## src/rtl/alu_sched_pkg.sv

```systemverilog
// Shared types and constants for the alu_sched block: opcode encoding, FSM
// states and multiply sequencing length.
package alu_sched_pkg;

  localparam int ALU_WIDTH  = 4;
  localparam int MUL_CYCLES = 2 * ALU_WIDTH;

  typedef enum logic [2:0] {
    OP_PASS = 3'b000,
    OP_MUL  = 3'b001,
    OP_AND  = 3'b010,
    OP_OR   = 3'b011,
    OP_SHL  = 3'b100,
    OP_SHR  = 3'b101,
    OP_ADD  = 3'b110,
    OP_SUB  = 3'b111
  } op_t;

  typedef enum logic [2:0] {
    S_IDLE    = 3'd0,
    S_EXEC    = 3'd1,
    S_MUL_ADD = 3'd2,
    S_MUL_SHL = 3'd3,
    S_RESP    = 3'd4
  } state_t;

endpackage

```

## src/rtl/alu_sched_rr_arb.sv

```systemverilog
// Round-robin arbiter: combinational one-hot grant from req, searching from the
// requester after the last one granted; the pointer moves only on advance.
module rr_arb #(
  parameter int NREQ = 2
) (
  input  logic            clk,
  input  logic            reset,
  input  logic [NREQ-1:0] req,
  input  logic            advance,
  output logic [NREQ-1:0] grant
);

  localparam int IW = (NREQ > 1) ? $clog2(NREQ) : 1;

  logic [IW-1:0] last;
  logic [IW-1:0] pick;
  logic [IW-1:0] cand;
  logic          found;

  always_comb begin
    grant = '0;
    pick  = last;
    cand  = '0;
    found = 1'b0;
    for (int k = 1; k <= NREQ; k++) begin
      cand = IW'((int'(last) + k) % NREQ);
      if (!found && req[cand]) begin
        grant[cand] = 1'b1;
        pick        = cand;
        found       = 1'b1;
      end
    end
  end

  // After reset the pointer sits on the last requester so requester 0 wins first.
  always_ff @(posedge clk) begin
    if (reset) begin
      last <= IW'(NREQ - 1);
    end else if (advance && found) begin
      last <= pick;
    end
  end

endmodule

```

## src/rtl/alu_sched.sv

```systemverilog
// Shares one external ALU between NREQ requesters, one op in flight, and
// sequences shift/add multiplies when ALU_SCHED_MUL_EN is defined.
module alu_sched
  import alu_sched_pkg::*;
#(
  parameter int NREQ  = 2,
  parameter int WIDTH = ALU_WIDTH
) (
  input  logic                       clk,
  input  logic                       reset,
  input  logic [NREQ-1:0]            req_valid,
  output logic [NREQ-1:0]            req_ready,
  input  logic [NREQ-1:0][2:0]       req_op,
  input  logic [NREQ-1:0][WIDTH-1:0] req_a,
  input  logic [NREQ-1:0][WIDTH-1:0] req_b,
  output logic [NREQ-1:0]            resp_valid,
  input  logic [NREQ-1:0]            resp_ready,
  output logic [WIDTH-1:0]           resp_data,
  output logic                       resp_err,
  output logic [WIDTH-1:0]           alu_a,
  output logic [WIDTH-1:0]           alu_b,
  output logic [2:0]                 alu_cntl,
  input  logic [WIDTH-1:0]           alu_result,
  output state_t                     fsm_state
);

  // Handshakes: a transfer happens on a cycle where valid && ready; valid never
  // waits for ready, and response data/err hold steady while valid is high.

  localparam int IW = (NREQ > 1) ? $clog2(NREQ) : 1;

  state_t            state, next_state;
  logic [NREQ-1:0]   grant;
  logic              accept;
  op_t               sel_op, op_q;
  logic [WIDTH-1:0]  sel_a, sel_b, a_q, b_q;
  logic [IW-1:0]     sel_idx, owner_q;

`ifdef ALU_SCHED_MUL_EN
  localparam int CW = (WIDTH > 1) ? $clog2(WIDTH) : 1;
  localparam logic [CW-1:0] CNT_LAST = CW'(WIDTH - 1);
  logic [WIDTH-1:0] acc, mc, mp;
  logic [CW-1:0]    cnt;
`endif

  rr_arb #(.NREQ(NREQ)) u_arb (
    .clk     (clk),
    .reset   (reset),
    .req     (req_valid),
    .advance (accept),
    .grant   (grant)
  );

  always_comb begin
    sel_op  = OP_PASS;
    sel_a   = '0;
    sel_b   = '0;
    sel_idx = '0;
    for (int i = 0; i < NREQ; i++) begin
      if (grant[i]) begin
        sel_op  = op_t'(req_op[i]);
        sel_a   = req_a[i];
        sel_b   = req_b[i];
        sel_idx = IW'(i);
      end
    end
  end

  always_comb begin
    req_ready  = '0;
    resp_valid = '0;
    accept     = 1'b0;
    next_state = state;
    alu_a      = '0;
    alu_b      = '0;
    alu_cntl   = OP_PASS;
    case (state)
      S_IDLE: begin
        req_ready = grant;
        accept    = |(req_valid & grant);
        if (accept) begin
`ifdef ALU_SCHED_MUL_EN
          next_state = (sel_op == OP_MUL) ? S_MUL_ADD : S_EXEC;
`else
          next_state = (sel_op == OP_MUL) ? S_RESP : S_EXEC;
`endif
        end
      end
      S_EXEC: begin
        alu_a      = a_q;
        alu_b      = b_q;
        alu_cntl   = op_q;
        next_state = S_RESP;
      end
`ifdef ALU_SCHED_MUL_EN
      S_MUL_ADD: begin
        alu_a      = acc;
        alu_b      = mc;
        alu_cntl   = mp[0] ? OP_ADD : OP_PASS;
        next_state = S_MUL_SHL;
      end
      S_MUL_SHL: begin
        alu_a      = mc;
        alu_cntl   = OP_SHL;
        next_state = (cnt == CNT_LAST) ? S_RESP : S_MUL_ADD;
      end
`endif
      S_RESP: begin
        resp_valid[owner_q] = 1'b1;
        if (resp_ready[owner_q]) next_state = S_IDLE;
      end
      default: next_state = S_IDLE;
    endcase
  end

  always_ff @(posedge clk) begin
    if (reset) begin
      state     <= S_IDLE;
      resp_data <= '0;
      resp_err  <= 1'b0;
      op_q      <= OP_PASS;
      a_q       <= '0;
      b_q       <= '0;
      owner_q   <= '0;
`ifdef ALU_SCHED_MUL_EN
      acc       <= '0;
      mc        <= '0;
      mp        <= '0;
      cnt       <= '0;
`endif
    end else begin
      state <= next_state;
      case (state)
        S_IDLE: begin
          if (accept) begin
            op_q    <= sel_op;
            a_q     <= sel_a;
            b_q     <= sel_b;
            owner_q <= sel_idx;
`ifdef ALU_SCHED_MUL_EN
            acc     <= '0;
            mc      <= sel_a;
            mp      <= sel_b;
            cnt     <= '0;
`else
            if (sel_op == OP_MUL) begin
              resp_data <= '0;
              resp_err  <= 1'b1;
            end
`endif
          end
        end
        S_EXEC: begin
          resp_data <= alu_result;
          resp_err  <= 1'b0;
        end
`ifdef ALU_SCHED_MUL_EN
        S_MUL_ADD: acc <= alu_result;
        // acc already holds the final partial sum when the last shift runs.
        S_MUL_SHL: begin
          mc <= alu_result;
          mp <= mp >> 1;
          if (cnt == CNT_LAST) begin
            resp_data <= acc;
            resp_err  <= 1'b0;
          end else begin
            cnt <= cnt + CW'(1);
          end
        end
`endif
        default: ;
      endcase
    end
  end

  assign fsm_state = state;

endmodule

```

## config.mk

```make
export PLATFORM = sky130hd
export DESIGN_NAME = alu_sched
export DESIGN_NICKNAME = d
export VERILOG_FILES = /design/src/rtl/alu_sched_pkg.sv /design/src/rtl/alu_sched_rr_arb.sv /design/src/rtl/alu_sched.sv
export SDC_FILE = /design/constraint.sdc
export NUM_CORES = 1
export LEC_CHECK = 0
export CAP_MARGIN = 20
export CORE_AREA = 2 2 60 68
export CTS_CLUSTER_SIZE = 14
export DETAILED_ROUTE_END_ITERATION = 8
export DIE_AREA = 0 0 62 70
export SLEW_MARGIN = 5
export SYNTH_ARGS = -nofsm -noshare
export SYNTH_HDL_FRONTEND = slang
export SYNTH_SLANG_ARGS = --single-unit
```

## constraint.sdc

```tcl
create_clock -name clk -period 1.4 [get_ports clk]
set_input_delay 0.28 -clock clk [delete_from_list [all_inputs] [get_ports clk]]
set_output_delay 0.28 -clock clk [all_outputs]
set_load 0.005 [all_outputs]
```

==> summary.txt, run 1 <==
Synth
  • Total number of yosys warnings: 0
  • Area fraction of the dominant cell type after synthesis: 38.1%
  • Post-synthesis compound-gate area fraction: between 20% and 30%
  • Largest cells by area after synthesis: dfxtp_1, and2_1, a211oi_1
  • Dominant combinational cell family by area after synthesis: simple AND/OR/NAND/NOR gates
  • Multiplexer area fraction after synthesis: 1.90%
  • XOR/XNOR Fraction of Synth Area: 0%
  • Top cell type by total area after synthesis: dfxtp_1
  • Synthesized-area fraction occupied by adder cells: 0%
  • Simple-gate share of the synthesized area: 30.0%
  • Number of distinct standard cells referenced by the synthesized netlist: 30
  • Sequential fraction of the synthesis area: between 30% and 40%
  • Post-Synthesis Cell Area: roughly 0.0011 sq mm
  • Number of synthesized register bits: 20
  • Post-synthesis instance total: approximately 120
  • Post-Syn Nets: 154
  • Mean instance size in the synthesized netlist: between 8 and 9 sq um

Hold path
  • Min-Delay Path Depth: 2
  • Type of the most critical hold path: reg2reg
  • Start point of the worst hold path: resp_err
  • Endpoint of the worst hold-timing path: resp_err

Clock tree
  • # H-tree levels: 1
  • Library cell used as clock root buffer: clkbuf_8
  • Clock net sink count: 20
  • Clock latency of the later-clocked register in the worst-skew pair: between 0.2 and 0.3 ns
  • Clock tree from TritonCTS: yes
  • Maximum buffer depth of the clock tree: 2
  • CTS buffer count: 3
  • Clock transition at the register clock pins on the worst setup and hold paths after CTS: 0.08 ns

Setup path
  • Kind of cell adding the most delay to the critical path: buffers and inverters
  • CP required: 1.12 ns
  • Type of the worst setup path: reg2out
  • Worst reg-to-reg path cell count: 6
  • Endpoint of the worst-slack reg-to-reg timing path: resp_data[2]
  • Most prevalent standard cell on the critical path: buf_6
  • Arrival time worst endpoint: 1.32 ns
  • Max Fanout on Critical Path: 3
  • Register-to-register path setup slack: -0.02 ns
  • Kind of launch point of the worst setup path: flop
  • Worst R2R Start: fsm_state[0]
  • Worst path cell trace: nor2b_4 -> buf_6 -> buf_6 -> buf_6 -> and2_4 -> buf_6
  • Worst Setup End Kind: output port
  • Cell type of the slowest stage on the worst timing path: dfxtp_4
  • Total buffers and inverters traversed by the critical path: 4
  • Worst path max stage delay: 0.37 ns

Detailed routing
  • Aggregate routed wire length: around 3400 um
  • Routed vias/inst: between 4 and 5
  • DRC violation count after routing: 0
  • First-pass DRT Iterations: 4
  • Total via count in the routed design: 1168
  • Antenna-violating nets left: 0
  • Per-cell routed wire length: approximately 14 um
  • Starting DRC count in detailed routing: 27

STA
  • Maximum operating frequency: 0.625 GHz
  • Total setup violations reported at the end of the flow: 16
  • Accumulated negative setup slack: -1.38 ns
  • Clock Skew: 0.00789 ns
  • Number of hold-slack violations in the final timing report: 0
  • Min setup slack post-route: -0.201 ns
  • Share of the cycle needed by the critical path after routing: 114%
  • Final count of pins violating max slew: 0
  • Setup repair after global routing missed its margin: true
  • Worst Hold Margin: 0.461 ns
  • Minimum clock period after layout: 1.60 ns

GRT
  • Global-route met3 utilization: 2.41%
  • Overall global routing resource usage: about 16%
  • Busiest metal layer after global routing: met2
  • Maximum number of pins on one net before global-route repair: 21
  • Number of global-route vias before repair: 1145
  • Routing usage on met1: 19.0%
  • Met2 Usage GRT: 27.3%
  • Global-route wire length before repair: 5190 um
  • Remaining global-route overflow: 0
  • Initial antenna violation count: 0

Placement
  • Count of buffers inserted at the top-level ports: between 50 and 60
  • DP Wirelength: 2480 um
  • Last weighted congestion value of the routability-driven placer: approximately 0.80

Finish
  • Commonest cells after routing, fill and taps aside: clkdlybuf4s50_1, buf_6, dfxtp_1, buf_4, nor2_1
  • Layout cells sized above 1: 40.5%
  • Fill count: between 300 and 400
  • Leading cell type in the layout, fill and taps excluded: clkdlybuf4s50_1
  • Flip-flop and latch area: 410 sq um
  • Final net count: 233
  • Area growth from synthesis to layout: 96.0%
  • N_diodes: 0
  • Total area of multi-input combinational cells: 698 sq um

Job
  • Count of max-cap constraint violations: 0

Pwr
  • IR Drop Worst-Case VDD: 0.436 mV
  • Total power divided by cell area: 1040 mW/mm^2
  • Post-route total power: about 0.0021 W
  • Reported leakage power: 0.925 nW

Floorplanning
  • Core area: 0.00375 sq mm
  • Die Outline Area: 0.00434 sq mm
  • Row count: 24
  • Die extent in x: 62 um
  • I/O pin count: 55
  • Vertical extent of the die: about 70 um
  • Starting Density: between 20 and 30%

Outcome
  • Outcome: finished, violations left
  • Failing checks: setup timing
-- power by group --
part,internal [W],switching (W)
clock network,0.000381,0.000193
registers,0.000655,0.0000557
logic,0.000516,0.000336
total,0.00155,0.000585
-- cells in the mapped netlist (all sizes together) --
master / count
a22o: 1
nor4b: 1
a21boi: 1
a221oi: 1
o21a: 1
or2: 1
a221o: 1
nor3b: 1
o2111ai: 1
nor2b: 5
a21oi: 3
o31a: 1
buf: 4
nor2: 17
a22oi: 10
nand2b: 5
dfxtp: 20
o21ai: 5
mux2i: 2
conb: 1
clkbuf: 4
nor3: 2
nand2: 6
and2: 15
a211oi: 11
inv: 1
nor4: 1
-- flip-flops by register name, indices dropped and copies added, names as in the netlist --
name,flops
resp_data,4
owner_q,1
b_q,4
resp_err,1
fsm_state,2
op_q,3
a_q,4
u_arb.last,1
-- area by class of cell --
class                      instances  area share [%]
clock inverter                     1            1.46
clock buffer                       3            2.00
timing repair buffer              82            39.4
multi-input combinational         93            33.9
inverter                           1           0.182
tap                               52            3.16
sequential                        20            19.9
-- stage by stage --
| step | util [%] | std cells | area (sq um) | setup WS (ns) |
|---|---|---|---|---|
| global route | 54.9 | 252 | 2060 | -0.257 |
| detailed placement | 46.6 | 236 | 1750 | -0.530 |
| floorplan | - | 122 | 1050 | 0.0963 |
| global placement | 46.6 | 236 | 1750 | -0.492 |
| CTS | 52.0 | 249 | 1950 | -0.219 |
| finish | 54.9 | 252 | 2060 | -0.201 |
-- layer usage --
layer	up-vias	wire, um
li1	590	-
met1	542	1430
met2	34	1800
met3	2	158
met4	0	24
met5	-	0
-- logic make-up (layout without fill, tap and decap cells) --
family	count (synthesis)	in the layout
AO/OA/AOI/OAI	36	36
flip-flops	20	20
AND/OR/NAND/NOR	54	54
other	1	1
multiplexers	2	2
buffers and inverters	9	87
-- repair_timing --
item | 4_1_cts | 5_1_grt
hold buffers | 0 | 0
cloned | 1 | 1
setup buffers | 8 | 2
resized for setup | 104 | 20
pin swaps | 14 | 5
setup endpoints to repair | 35 | 31
-- worst register-to-register path: cells and delay by family (launching register included) --
family	cells	cell delay, ns
simple gates	3	0.60
flops	1	0.37
buf+inv	2	0.24
compound gates	1	0.10
-- worst max path at each step --
| stage | from | endpoint | slack, ns | cells past startpoint |
|---|---|---|---|---|
| final | fsm_state[0] | alu_cntl[1] | -0.20 | 6 |
| after global routing | fsm_state[0] | alu_cntl[1] | -0.26 | 6 |
| after CTS | fsm_state[0] | alu_cntl[1] | -0.22 | 6 |
| after detailed placement | req_valid[1] | req_ready[1] | -0.53 | 4 |
| after global placement | req_valid[1] | req_ready[1] | -0.49 | 4 |
| after floorplan | fsm_state[0] | alu_a[0] | 0.1 | 3 |
No activity file was read; power rests on OpenSTA's default activity.
==> run 2: changes to the inputs <==
==> constraint.sdc (replaced) <==
create_clock -name clk -period 1.4 [get_ports clk]
set_input_delay 0.42 -clock clk [delete_from_list [all_inputs] [get_ports clk]]
set_output_delay 0.42 -clock clk [all_outputs]
set_load 0.005 [all_outputs]
==> run 2 against run 1 <==
Net effect: the flow still finishes with violations (setup timing); first-iteration DRC count rose by 89%; maximum frequency rose by 4.2%; largest cell class unchanged; clock skew fell by 0.0058 ns; utilization rose by 0.47 points; die area did not move; sequential share of layout area fell by 0.29 points; global-route usage fell by 0.061 points; power fell by 8.4%; critical endpoint is now resp_valid[0]; hold slack got worse by 0.00062 ns; final cell count rose by 0.40%.
==> summary.txt, run 2 (same netlist as run 1, synthesis figures left out) <==
Outcome
  • Outcome: finished, violations left
  • Failing checks: setup timing

Clock tree
  • Clock latency of the later-clocked register in the worst-skew pair: ~0.25 ns
  • CTS buffer count: 3
  • # H-tree levels: 1
  • Clock transition at the register clock pins on the worst setup and hold paths after CTS: 0.07 ns
  • Clock tree from TritonCTS: yes
  • Maximum buffer depth of the clock tree: 2
  • Hold buffer count at CTS: 0
  • Library cell used as clock root buffer: clkbuf_8
  • Clock net sink count: 20

Finish
  • Final net count: ~240
  • N_diodes: 0
  • Fill count: 355
  • Total area of multi-input combinational cells: 747 sq um
  • Commonest cells after routing, fill and taps aside: clkdlybuf4s50_1, buf_6, buf_4, dfxtp_1, nor2_1
  • Area growth from synthesis to layout: 97.6%
  • Leading cell type in the layout, fill and taps excluded: clkdlybuf4s50_1
  • Layout cells sized above 1: around 45%
  • Flip-flop and latch area: around 410 sq um
  • Biggest regs: a_q: 4 flops, b_q: 4 flops, resp_data: 4 flops
  • Utilization of the core after routing: 55.3%
  • Design Area, Final: 0.00208 sq mm

STA
  • Number of hold-slack violations in the final timing report: 0
  • Final count of pins violating max slew: 0
  • Setup repair after global routing missed its margin: true
  • Total setup violations reported at the end of the flow: 17
  • Accumulated negative setup slack: -1.88 ns
  • Minimum clock period after layout: 1.54 ns
  • Share of the cycle needed by the critical path after routing: 110%
  • Min setup slack post-route: -0.136 ns
  • Clock Skew: 0.00209 ns
  • Maximum operating frequency: 0.651 GHz

Setup path
  • Worst Setup End Kind: output port
  • Worst reg-to-reg path cell count: 6
  • Register-to-register path setup slack: -0.03 ns
  • Max Fanout on Critical Path: 3
  • Kind of launch point of the worst setup path: flop
  • CP required: 0.98 ns
  • Arrival time worst endpoint: roughly 1.1 ns
  • Type of the worst setup path: reg2out

Detailed routing
  • Routed vias/inst: between 4 and 5
  • Aggregate routed wire length: 3420 um
  • DRC violation count after routing: 0
  • Per-cell routed wire length: 13.5 um
  • Antenna-violating nets left: 0
  • Total via count in the routed design: 1174
  • First-pass DRT Iterations: 4
  • Starting DRC count in detailed routing: 51

Placement
  • DP Wirelength: around 2400 um
  • Worst slack at placement: -0.803 ns
  • Last weighted congestion value of the routability-driven placer: just under 0.8
  • Placement Cell Area: 0.00179 sq mm
  • Count of buffers inserted at the top-level ports: 53

Floorplanning
  • Starting Density: 28.0%
  • Row count: 24
  • Die extent in x: 62 um
  • Vertical extent of the die: 70 um
  • I/O pin count: 55
  • Die Outline Area: between 0.004 and 0.005 sq mm
  • Core area: 0.00375 sq mm

Pwr
  • Post-route total power: 0.00196 W
  • Total power divided by cell area: 943 mW/mm^2
  • Reported leakage power: ~0.9 nW
  • IR Drop Worst-Case VDD: a little over 0.4 mV

GRT
  • Remaining global-route overflow: 0
  • Number of global-route vias before repair: about 1100
  • Overall global routing resource usage: 15.5%
  • Global-route wire length before repair: 5140 um
  • Maximum number of pins on one net before global-route repair: 21
  • Initial antenna violation count: 0

Hold path
  • Type of the most critical hold path: reg2reg
  • Min-Delay Path Depth: 2

Job
  • Count of max-cap constraint violations: 0
## run 2: worst paths after layout
path                                    from            end
worst max register to register    u_arb.last   resp_data[3]
worst max-delay path            fsm_state[2]  resp_valid[0]
worst min-delay path                resp_err       resp_err
worst min register to register      resp_err       resp_err
## run 2: repair_timing
item	in CTS	in global routing
pin swaps	22	11
buffers inserted	10	2
setup endpoints to repair	40	34
endpoints found under the hold margin	0	0
gates cloned	0	1
resized for setup	114	30
## run 2: critical path, cell delays in order (launching register included)
cell	delay [ns]
dfxtp_4	0.38
buf_6	0.11
nor2b_4	0.14
nor2b_1	0.12
buf_2	0.11
## run 2: layout make-up
| type | count | share of cell area (%) |
|---|---|---|
| Tap cell | 52 | 3.13 |
| Inverter | 1 | 0.181 |
| Multi-Input combinational cell | 93 | 36.0 |
| Sequential cell | 20 | 19.6 |
| Clock buffer | 3 | 1.99 |
| Timing Repair Buffer | 84 | 39.1 |
## run 2: layer usage
| layer | part of all wire, % | global-route usage, % |
|---|---|---|
| met5 | 0 | 0 |
| met1 | 41 | 19.7 |
| met4 | 0.73 | 4.96 |
| met2 | 52 | 26.2 |
| met3 | 6.1 | 1.67 |
## run 2: where the power goes
part	internal [W]	switching (W)	leakage (nW)
registers	0.000655	0.0000500	0.166
logic	0.000524	0.000359	0.716
clock network	0.000191	0.000180	0.0216
total	0.00137	0.000589	0.904
## run 2: per-stage QoR
step | std cells | hold WS (ns)
2_1_floorplan | 122 | 0.449
6_report | 253 | 0.460
5_1_grt | 253 | 0.485
3_3_place_gp | 241 | 0.447
3_5_place_dp | 241 | 0.443
4_1_cts | 252 | 0.457
